<file path="config.mk">
export PLATFORM = sky130hd
export DESIGN_NAME = simd_lane_alu
export DESIGN_NICKNAME = d
export VERILOG_FILES = /design/src/rtl/simd_lane_alu.sv
export SDC_FILE = /design/constraint.sdc
export NUM_CORES = 2
export LEC_CHECK = 0
export CAP_MARGIN = 10
export CORE_ASPECT_RATIO = 1.4
export CORE_UTILIZATION = 23
export CTS_CLUSTER_SIZE = 14
export DETAILED_ROUTE_END_ITERATION = 10
export PLACE_DENSITY_LB_ADDON = 0.15
export SYNTH_ARGS = -nofsm -noshare
export SYNTH_HDL_FRONTEND = slang
export SYNTH_SLANG_ARGS = --single-unit
export TNS_END_PERCENT = 30
</file>
<file path="constraint.sdc">
create_clock -name clk -period 6.3 [get_ports clk]
set_clock_uncertainty 0.1 [all_clocks]
set_input_delay 1.26 -clock clk [delete_from_list [all_inputs] [get_ports clk]]
set_output_delay 1.26 -clock clk [all_outputs]
set_load 0.01 [all_outputs]
</file>
<file path="src/rtl/simd_lane_alu.sv">
// simd_lane_alu: registered lane-wise 8-bit vector ALU with fixed one-cycle latency.
// Optional macro SIMD_LANE_ALU_SAT_FLAG_EN adds the registered per-lane sat_mask output.
module simd_lane_alu #(
    parameter int LANES  = 16,
    parameter int LANE_W = 8
) (
    input  logic                    clk,
    input  logic                    reset,
    input  logic [4:0]              aluVectorOp,
    input  logic [LANES*LANE_W-1:0] srcA_vector,
    input  logic [LANES*LANE_W-1:0] srcB_vector,
    output logic [LANES*LANE_W-1:0] result_vector
`ifdef SIMD_LANE_ALU_SAT_FLAG_EN
    ,
    output logic [LANES-1:0]        sat_mask
`endif
);

    localparam int VEC_W = LANES * LANE_W;

    localparam logic [4:0] OP_NOP    = 5'b00000;
    localparam logic [4:0] OP_VADD   = 5'b00001;
    localparam logic [4:0] OP_VSUB   = 5'b00010;
    localparam logic [4:0] OP_VMUL   = 5'b00011;
    localparam logic [4:0] OP_VAND   = 5'b00100;
    localparam logic [4:0] OP_VOR    = 5'b00101;
    localparam logic [4:0] OP_VXOR   = 5'b00110;
    localparam logic [4:0] OP_VSHL   = 5'b00111;
    localparam logic [4:0] OP_VSHR   = 5'b01000;
    localparam logic [4:0] OP_VADDS  = 5'b01001;
    localparam logic [4:0] OP_VSUBS  = 5'b01010;
    localparam logic [4:0] OP_VMIN   = 5'b01011;
    localparam logic [4:0] OP_VMAX   = 5'b01100;
    localparam logic [4:0] OP_VPASSA = 5'b01101;
    localparam logic [4:0] OP_VBCAST = 5'b01110;
    localparam logic [4:0] OP_VROTL  = 5'b01111;

    wire  [VEC_W-1:0] next_result_s;
    logic [VEC_W-1:0] result_r;
`ifdef SIMD_LANE_ALU_SAT_FLAG_EN
    wire  [LANES-1:0] next_sat_s;
    logic [LANES-1:0] sat_r;
`endif

    for (genvar i = 0; i < LANES; i++) begin : g_lane
        logic [LANE_W-1:0] a_s;
        logic [LANE_W-1:0] b_s;
        logic [2:0]        sh_s;
        logic [LANE_W:0]   sum_s;
        logic [LANE_W:0]   diff_s;
        logic [LANE_W-1:0] mul_s;
        logic [LANE_W-1:0] res_s;

        assign a_s    = srcA_vector[i*LANE_W +: LANE_W];
        assign b_s    = srcB_vector[i*LANE_W +: LANE_W];
        assign sh_s   = b_s[2:0];
        // Ninth bit of sum/diff is the carry/borrow that drives saturation.
        assign sum_s  = {1'b0, a_s} + {1'b0, b_s};
        assign diff_s = {1'b0, a_s} - {1'b0, b_s};
        assign mul_s  = a_s * b_s;

        // Per-lane operation decode; reserved opcodes fall to zero.
        always_comb begin
            res_s = {LANE_W{1'b0}};
            case (aluVectorOp)
                OP_NOP:    res_s = {LANE_W{1'b0}};
                OP_VADD:   res_s = sum_s[LANE_W-1:0];
                OP_VSUB:   res_s = diff_s[LANE_W-1:0];
                OP_VMUL:   res_s = mul_s;
                OP_VAND:   res_s = a_s & b_s;
                OP_VOR:    res_s = a_s | b_s;
                OP_VXOR:   res_s = a_s ^ b_s;
                OP_VSHL:   res_s = a_s << sh_s;
                OP_VSHR:   res_s = a_s >> sh_s;
                OP_VADDS:  res_s = sum_s[LANE_W] ? {LANE_W{1'b1}} : sum_s[LANE_W-1:0];
                OP_VSUBS:  res_s = diff_s[LANE_W] ? {LANE_W{1'b0}} : diff_s[LANE_W-1:0];
                OP_VMIN:   res_s = (a_s < b_s) ? a_s : b_s;
                OP_VMAX:   res_s = (a_s > b_s) ? a_s : b_s;
                OP_VPASSA: res_s = a_s;
                OP_VBCAST: res_s = srcB_vector[LANE_W-1:0];
                OP_VROTL:  res_s = (a_s << sh_s) | (a_s >> (LANE_W - int'(sh_s)));
                default:   res_s = {LANE_W{1'b0}};
            endcase
        end

        assign next_result_s[i*LANE_W +: LANE_W] = res_s;
`ifdef SIMD_LANE_ALU_SAT_FLAG_EN
        assign next_sat_s[i] = ((aluVectorOp == OP_VADDS) && sum_s[LANE_W]) ||
                               ((aluVectorOp == OP_VSUBS) && diff_s[LANE_W]);
`endif
    end

    // Single output register stage; synchronous reset clears everything.
    always_ff @(posedge clk) begin
        if (reset) begin
            result_r <= {VEC_W{1'b0}};
`ifdef SIMD_LANE_ALU_SAT_FLAG_EN
            sat_r    <= {LANES{1'b0}};
`endif
        end else begin
            result_r <= next_result_s;
`ifdef SIMD_LANE_ALU_SAT_FLAG_EN
            sat_r    <= next_sat_s;
`endif
        end
    end

    assign result_vector = result_r;
`ifdef SIMD_LANE_ALU_SAT_FLAG_EN
    assign sat_mask      = sat_r;
`endif

endmodule

</file>
# Word level (Yosys, flattened, before mapping)
# Cells that the tools add are included.
dict set report op_classes {
  mul 16
  bitwise_logic 64
  addsub 48
  eq_ne 15
  magnitude_cmp 32
  muxes 80
  shifts 48
}
# cell count
set ops {}
lappend ops {{8-bit one-hot mux with 15 select lines} 16}
lappend ops {{8-bit two-way mux} 64}
lappend ops {{8-bit by 32-bit right shift with 8-bit output} 16}
lappend ops {{8-bit OR} 32}
lappend ops {{8-bit by 8-bit adder with 9-bit output} 16}
lappend ops {{8-bit by 8-bit subtractor with 9-bit output} 16}
lappend ops {{8-bit AND} 16}
lappend ops {{8-bit > comparator} 16}
lappend ops {{8-bit < comparator} 16}
lappend ops {{8-bit by 8-bit multiplier with 8-bit output} 16}
lappend ops {{8-bit by 3-bit << shifter with 8-bit output} 16}
lappend ops {{8-bit by 3-bit right shift with 8-bit output} 16}
lappend ops {{8-bit XOR} 16}
lappend ops {{4-bit by 3-bit subtractor with 5-bit output (first input constant)} 16}
lappend ops {{5-bit by 4-bit equality test with 1-bit output (second input constant)} 8}
lappend ops {{5-bit by 3-bit equality test with 1-bit output (second input constant)} 4}
lappend ops {{5-bit by 2-bit equality test with 1-bit output (second input constant)} 2}
lappend ops {{5-bit by 1-bit equality test with 1-bit output (second input constant)} 1}
dict set report totals {
  out_inout_bits 128
  input_bits 263
  reg_bits 128
}

# Longest topological paths before layout
dict set report depth {
  ltp_word 4
  depth_mapped 21
}

# Worst setup path after synthesis
# No wires, ideal clock.
dict set report synth_timing {
  path_type {input port to flip-flop}
  startpoint {input port srcB_vector[82]}
  endpoint {register result_r[87] (netlist: result_vector[87])}
  path_stages 18
  required_time_ns 6.066
  t_arrival_ns 5.472
  slack_ns 0.593
  setup_time_ns 0.134
  path_cell_list {clkbuf_1 > clkbuf_1 > clkbuf_1 > nand2_1 > fa_1 > fa_1 > inv_1 > fa_1 > inv_1 > fa_1 > inv_1 > ha_1 > a21oi_1 > xnor2_1 > xnor2_1 > o221ai_1 > a2111oi_0 > a21oi_1}
}
dict set report synth_between {
  elab_chain_len 4
  word_cells_on_any_way 15
}
# element line_no
set synth_rtl {}
lappend synth_rtl {{start: declaration} 11} ;# input logic [LANES*LANE_W-1:0] srcB_vector,
lappend synth_rtl {{parallel branches: the longest is 3 deep, another holds 8-bit by 8-bit multiplier with 8-bit output} -}
lappend synth_rtl {{8-bit one-hot mux with 15 select lines *} 65} ;# case (aluVectorOp)
lappend synth_rtl {{end signal: assignment} 96} ;# result_r <= {VEC_W{1'b0}};
lappend synth_rtl {{end signal: assignment} 101} ;# result_r <= next_result_s;
lappend synth_rtl {{end: declaration} 39} ;# logic [VEC_W-1:0] result_r;
# Every way passes the cells marked *.
# A chain may end at the register's enable or synchronous reset.

# Final worst setup path
dict set report layout_timing {
  startpoint {input port srcA_vector[3]}
  endpoint {register result_r[7] (netlist: result_vector[7])}
}
dict set report layout_between {
  elab_chain_len 3
  word_cells_on_any_way 14
}
# element line_no
set layout_rtl {}
lappend layout_rtl {{start: declaration} 10} ;# input logic [LANES*LANE_W-1:0] srcA_vector,
lappend layout_rtl {{parallel branches: the longest is 2 deep, another holds 8-bit by 8-bit multiplier with 8-bit output} -}
lappend layout_rtl {{8-bit one-hot mux with 15 select lines *} 65}
# Marked as above.

==> summary.txt <==
Pwr
  – Final Total Pwr: approximately 8.4 mW
  – Comb power frac: roughly 70%
  – Internal power: roughly 4.0 mW
  – Leak pwr: between 20 and 30 nW
  – Pwr/cell area: 137 nW/um^2
  – Peak VDD IR: ~0.19 mV
  – Net Sw Frac: 51.9%
  – Power share of the sequential group: about a tenth
  – Switch Pwr: around 4.4 mW
  – Clock network fraction of total power: approximately 18%

Placed design
  – DP Cell Count: approximately 10000
  – Dpl ws: between 0.2 and 0.25 ns
  – I/O Buffers: 390
  – GP Congestion: 0.944
  – Detailed Place HPWL: between 200000 and 250000 um

Cells and area
  – Core Util, Final: 27.6%
  – Area grow syn2layout: 19.0%
  – Non-Filler Instances: ~10000
  – Fraction of layout cells with a size suffix above 1: between 9 and 10%
  – Nets: ~8700
  – Max reg flops: about 130
  – Fillers: ~25000

Worst hold path
  – Hold WC Path Type: in -> reg

Timing
  – Final period util: between 80% and 90%
  – RSZ-0062 raised after global routing: no
  – Max-slew violations: 0
  – Setup Viol. Count Final: 0
  – Final Hold Fails: 0
  – Sum Neg Setup Slack: 0 ns
  – Slew headroom: between 10% and 20%
  – Worst Setup Slack, final: 0.725 ns
  – Worst slew pin tran: 1.29 ns
  – Final min period: approximately 5.6 ns
  – Max Fclk: around 180 MHz

Job
  – Max_cap viols: 0

Setup path
  – Crit end category: flop
  – Arrival time worst endpoint: just under 6 ns
  – Setup CP Type: in -> reg
  – CP max FO: 10
  – Req. time, crit path: between 6 and 7 ns
  – Setup crit start kind: primary input

Clock tree
  – Root buffer cell: clkbuf_16
  – CTS resizes: 0
  – Clock-pin slew on the worst setup and hold paths: 0.09 ns
  – Clock sink count: approximately 130
  – Post-CTS Setup Bufs: 0
  – Num CTS Buffers: 25
  – TritonCTS clock tree: built
  – Post-CTS Hold Fix Bufs: 0
  – H-Tree Depth: 4
  – Max clock buf depth: 3

Die
  – Row count: a little over 200
  – Num ports: a little under 400
  – Die W: just over 400 um
  – DIE HEIGHT: about 560 um
  – Core region area: about 220000 sq um
  – DIE AREA: approximately 230000 sq um
  – Starting Density: approximately 23%

Routing
  – Mean routed wirelength per cell: roughly 29 um
  – Antenna Violating Nets Remaining: 0
  – Routed wire length: slightly above 300000 um
  – Routed vias/inst: roughly 5.7
  – Via count: just under 60000
  – Initial DRT Pass Iterations: 7
  – Residual DRC: 0
  – Initial DRC Count: 5855

Synth
  – Syn_area_per_cell: 7.13 sq um
  – Ys flop type: dfxtp_1
  – Async SR Flop Fraction: 0%
  – Netlist Area Pre-Place: around 52000 sq um
  – Number of synthesized flops with an enable pin: 0
  – YS warnings: 0
  – Cells after Synth: between 7000 and 8000
  – Seq/Total Area, Yosys: slightly below 5%
  – Yosys cell types: between 100 and 150
  – FF+latch count, synth: roughly 130
  – Syn nets: 8412

Global routing
  – Gr ovfl total: 0
  – Vias in the first global route: 59121
  – Initial antenna violation count: 38
  – First-pass GRT wire length: ~430000 um
  – GRT Util Overall: about a quarter
  – Largest net degree at the start of global routing: 66

Outcome
  – Outcome: complete, no violations
cell type report:
cell class	count	area [sq um]	area share, %
inverters	823	3090	5.02
clock inverters	2	37.5	0.0610
repair buffers	825	7400	12.0
flip-flops and latches	128	2560	4.16
diodes	15	37.5	0.0610
well taps	2898	3630	5.89
multi-input cells	5762	44100	71.7
clock buffers	31	678	1.10
cells by family after synthesis:
group	after synthesis	synth area share, %
AO/OA/AOI/OAI	2166	28.2
AND/OR/NAND/NOR	2037	17.1
buffers and inverters	1363	10.2
adder cells (fa/ha/maj)	896	24.9
XOR/XNOR	340	5.92
multiplexers	323	8.68
flip-flops	128	4.95
per-stage QoR:
step           hold slack [ns]  cell area [sq um]
6_report                  1.36              61500
3_3_place_gp              1.90              60800
3_5_place_dp              1.89              60800
4_1_cts                   1.35              61500
5_1_grt                   1.41              61500
2_1_floorplan             1.32              51700
cells in the mapped netlist (46+ instances only):
library cell / number / share of area, %
nand2_1: 798 / 5.8
inv_1: 786 / 5.7
nor2_1: 700 / 5.1
ha_1: 672 / 16
a21oi_1: 545 / 5.3
o21ai_0: 405 / 3.9
clkbuf_1: 384 / 2.8
xnor2_1: 263 / 4.5
fa_1: 224 / 8.7
mux2i_1: 209 / 4.0
a221oi_1: 135 / 2.3
dfxtp_1: 128 / 5.0
buf_2: 111 / 1.1
nor3_1: 110 / 1.1
a31oi_1: 108 / 1.3
mux4_2: 99 / 4.3
a211oi_1: 97 / 1.4
a21o_1: 94 / 1.4
nand3_1: 89 / 0.86
o22ai_1: 88 / 1.1
a22oi_1: 84 / 1.2
o211ai_1: 77 / 1.1
xor2_1: 71 / 1.2
nand2b_1: 70 / 0.85
a2111oi_0: 68 / 1.2
nor2b_1: 50 / 0.60
o221ai_1: 49 / 0.83
nor4_1: 47 / 0.57
o21bai_1: 46 / 0.67
worst paths after layout:
kind,end,slack [ns],depth (start not counted),startpoint
worst min-delay path,result_vector[102],1.36,3,srcB_vector[102]
worst max-delay path,result_vector[7],0.73,16,srcA_vector[3]
power by group through the flow:
stage	Clock [mW]	Sequential, mW	Combinational (mW)
3_5_place_dp	0	0.903	5.96
5_1_grt	1.53	0.889	6.59
2_1_floorplan	0	0.904	3.85
6_report	1.47	0.885	6.05
4_1_cts	1.54	0.885	6.01
3_3_place_gp	0	0.905	5.96
metal layers:
layer	vias to the layer above	track usage [%]	routed length (um)
li1	26278	-	-
met1	29151	30.8	121000
met2	2969	43.1	141000
met3	831	4.75	21300
met4	36	14.3	18800
met5	-	0	233
worst max-delay path: stages:
cell	delay, ns
clkdlybuf4s50_1	0.84
ha_1	0.41
inv_1	0.10
fa_1	0.49
inv_1	0.04
ha_1	0.28
inv_1	0.05
fa_1	0.45
fa_1	0.49
inv_1	0.04
ha_1	0.30
a21oi_1	0.26
xnor2_1	0.18
xnor2_1	0.17
a221oi_1	0.36
a41oi_1	0.22
placed cells by master, fill, tap and decap left out, types with 70 or more instances in the layout:
master | synthesis | final
a21o_1 | 94 | 94
nand3_1 | 89 | 89
mux4_2 | 99 | 99
o22ai_1 | 88 | 88
fa_1 | 224 | 224
a31oi_1 | 108 | 108
nand2_1 | 798 | 790
nor2_1 | 700 | 692
nand2b_1 | 70 | 70
xor2_1 | 71 | 71
o21ai_0 | 405 | 405
a211oi_1 | 97 | 96
xnor2_1 | 263 | 263
dfxtp_1 | 128 | 128
nor3_1 | 110 | 106
a221oi_1 | 135 | 135
a21oi_1 | 545 | 544
buf_4 | 7 | 416
a22oi_1 | 84 | 84
o211ai_1 | 77 | 77
ha_1 | 672 | 672
mux2i_1 | 209 | 209
inv_1 | 786 | 786
clkdlybuf4s50_1 | 0 | 389
No activity file was read; power rests on OpenSTA's default activity.
==> variant (same flow settings) <==
The parameter `LANES` goes from 16 to 17.
--- a/src/rtl/simd_lane_alu.sv
+++ b/src/rtl/simd_lane_alu.sv
@@ -1,7 +1,7 @@
 // simd_lane_alu: registered lane-wise 8-bit vector ALU with fixed one-cycle latency.
 // Optional macro SIMD_LANE_ALU_SAT_FLAG_EN adds the registered per-lane sat_mask output.
 module simd_lane_alu #(
-    parameter int LANES  = 16,
+    parameter int LANES  = 17,
     parameter int LANE_W = 8
 ) (
     input  logic                    clk,
Interface: changed (resized result_vector, srcA_vector and srcB_vector); port bits go from 391 to 415. No check against the original RTL was run, so the function may have changed too.
==> variant against the unedited design <==
Non-clock buffer count is 102 higher. Power is 7.6% higher. Clock power hardly changed. Highest routed layer unchanged. Design area is 9.8% higher. Synthesized area is 10% higher. Sequential power is 6.1% higher. Final cell count is 7.6% higher. Sequential share of layout area is 0.14 points lower. Critical endpoint is now result_vector[15]. Sequential cell count is 8 higher. Worst setup slack better by 0.019 ns. Count of clock-buffer cells in the layout is 2 lower. Routed wire length is 10% higher.
==> variant: results (changes against the unedited design) <==
| Metric | Value |
|---|---|
| Status | `complete, no violations (unchanged)` |
| Initial DRC count | `6164 (was 5855)` |
| WHS | `1.35 ns (was 1.36 ns)` |
| Unique masters post-synth | `116 (was 107)` |
| CP startpoint | `srcB_vector[10] (was srcA_vector[3])` |
| Pin count of the biggest net entering global routing | `76 (was 66)` |
| Hold Path End | `result_vector[11] (was result_vector[102])` |
| First-pass DRT Iterations | `6 (was 7)` |
| Final wirelength | `332 mm (was 302 mm)` |
| Via density | `5.63 (was 5.65)` |
| Post-Synth XOR/XNOR Area | `0.0606 (was 0.0592)` |
| Gr usage total | `0.257 (about the same)` |
| Final nets | `9224 (was 8724)` |
| Routability cong. | `0.953 (was 0.944)` |
| Compound-Gate Fraction of Synth Area | `0.260 (was 0.282)` |
| Post-Synth Adder-Cell Area | `0.241 (was 0.249)` |
| Max reg flops | `136 (was 128)` |
| Delay of the slowest critical-path stage | `0.53 ns (was 0.84 ns)` |
| Layout cells sized above 1 | `0.109 (was 0.0911)` |
| Inserted Diodes | `24 (was 15)` |
| PortBufs | `414 (was 390)` |
| Clk network pwr share | `0.162 (was 0.175)` |
| Post-detail-place hpwl | `254 mm (was 230 mm)` |
| Inverter count | `864 (was 823)` |
| First-pass GRT wire length | `471 mm (was 430 mm)` |
| Multi-input gates | `6039 (was 5762)` |
| Clock-cell share | `0.0106 (was 0.0116)` |
| Clkbuf count | `29 (was 31)` |
| Fillers | `27000 (was 24600)` |
| Seq/total area | `0.0403 (was 0.0416)` |
| Commonest cells post-synth | `inv_1 (828), nand2_1 (754), ha_1 (714), nor2_1 (610), a21oi_1 (454) (was nand2_1 (798), inv_1 (786), nor2_1 (700), ha_1 (672), a21oi_1 (545))` |
| Peak VDD IR | `200 µV (was 193 µV)` |
| Non-clock buffers | `927 (was 825)` |
| #FFs+latches synth | `136 (was 128)` |
==> variant: changes by cell type in the layout (fill, tap and decap cells not counted), sizes merged, moves of 31 or more <==
cell / unedited run / this run
mux2i: 209 / 335
a21oi: 546 / 455
nor2: 703 / 616
buf: 436 / 519
mux2: 15 / 64
inv: 792 / 836
o21ai: 416 / 373
ha: 672 / 714
nand2: 799 / 759
xnor2: 263 / 224
nor3: 115 / 147
a31oi: 110 / 141
nand3: 89 / 120
==> variant: stage by stage <==
step,std cells,power [µW],worst slack (ns),cell area [µm²]
2_1_floorplan,7617,5210,0.555,56900
6_report,11300,9050,0.744,67600
3_5_place_dp,11200,7510,0.125,66800
4_1_cts,11300,9100,0.796,67500
5_1_grt,11300,9710,0.452,67600
3_3_place_gp,11200,7520,0.0984,66800
==> variant: layer usage <==
metal	track usage	routed length, µm	vias up	share of wire
met5	0	145	-	0.00044
met4	0.148	20800	22	0.063
met3	0.0437	23300	827	0.070
met2	0.432	156000	3196	0.47
met1	0.306	131000	31500	0.40
li1	-	-	28000	-
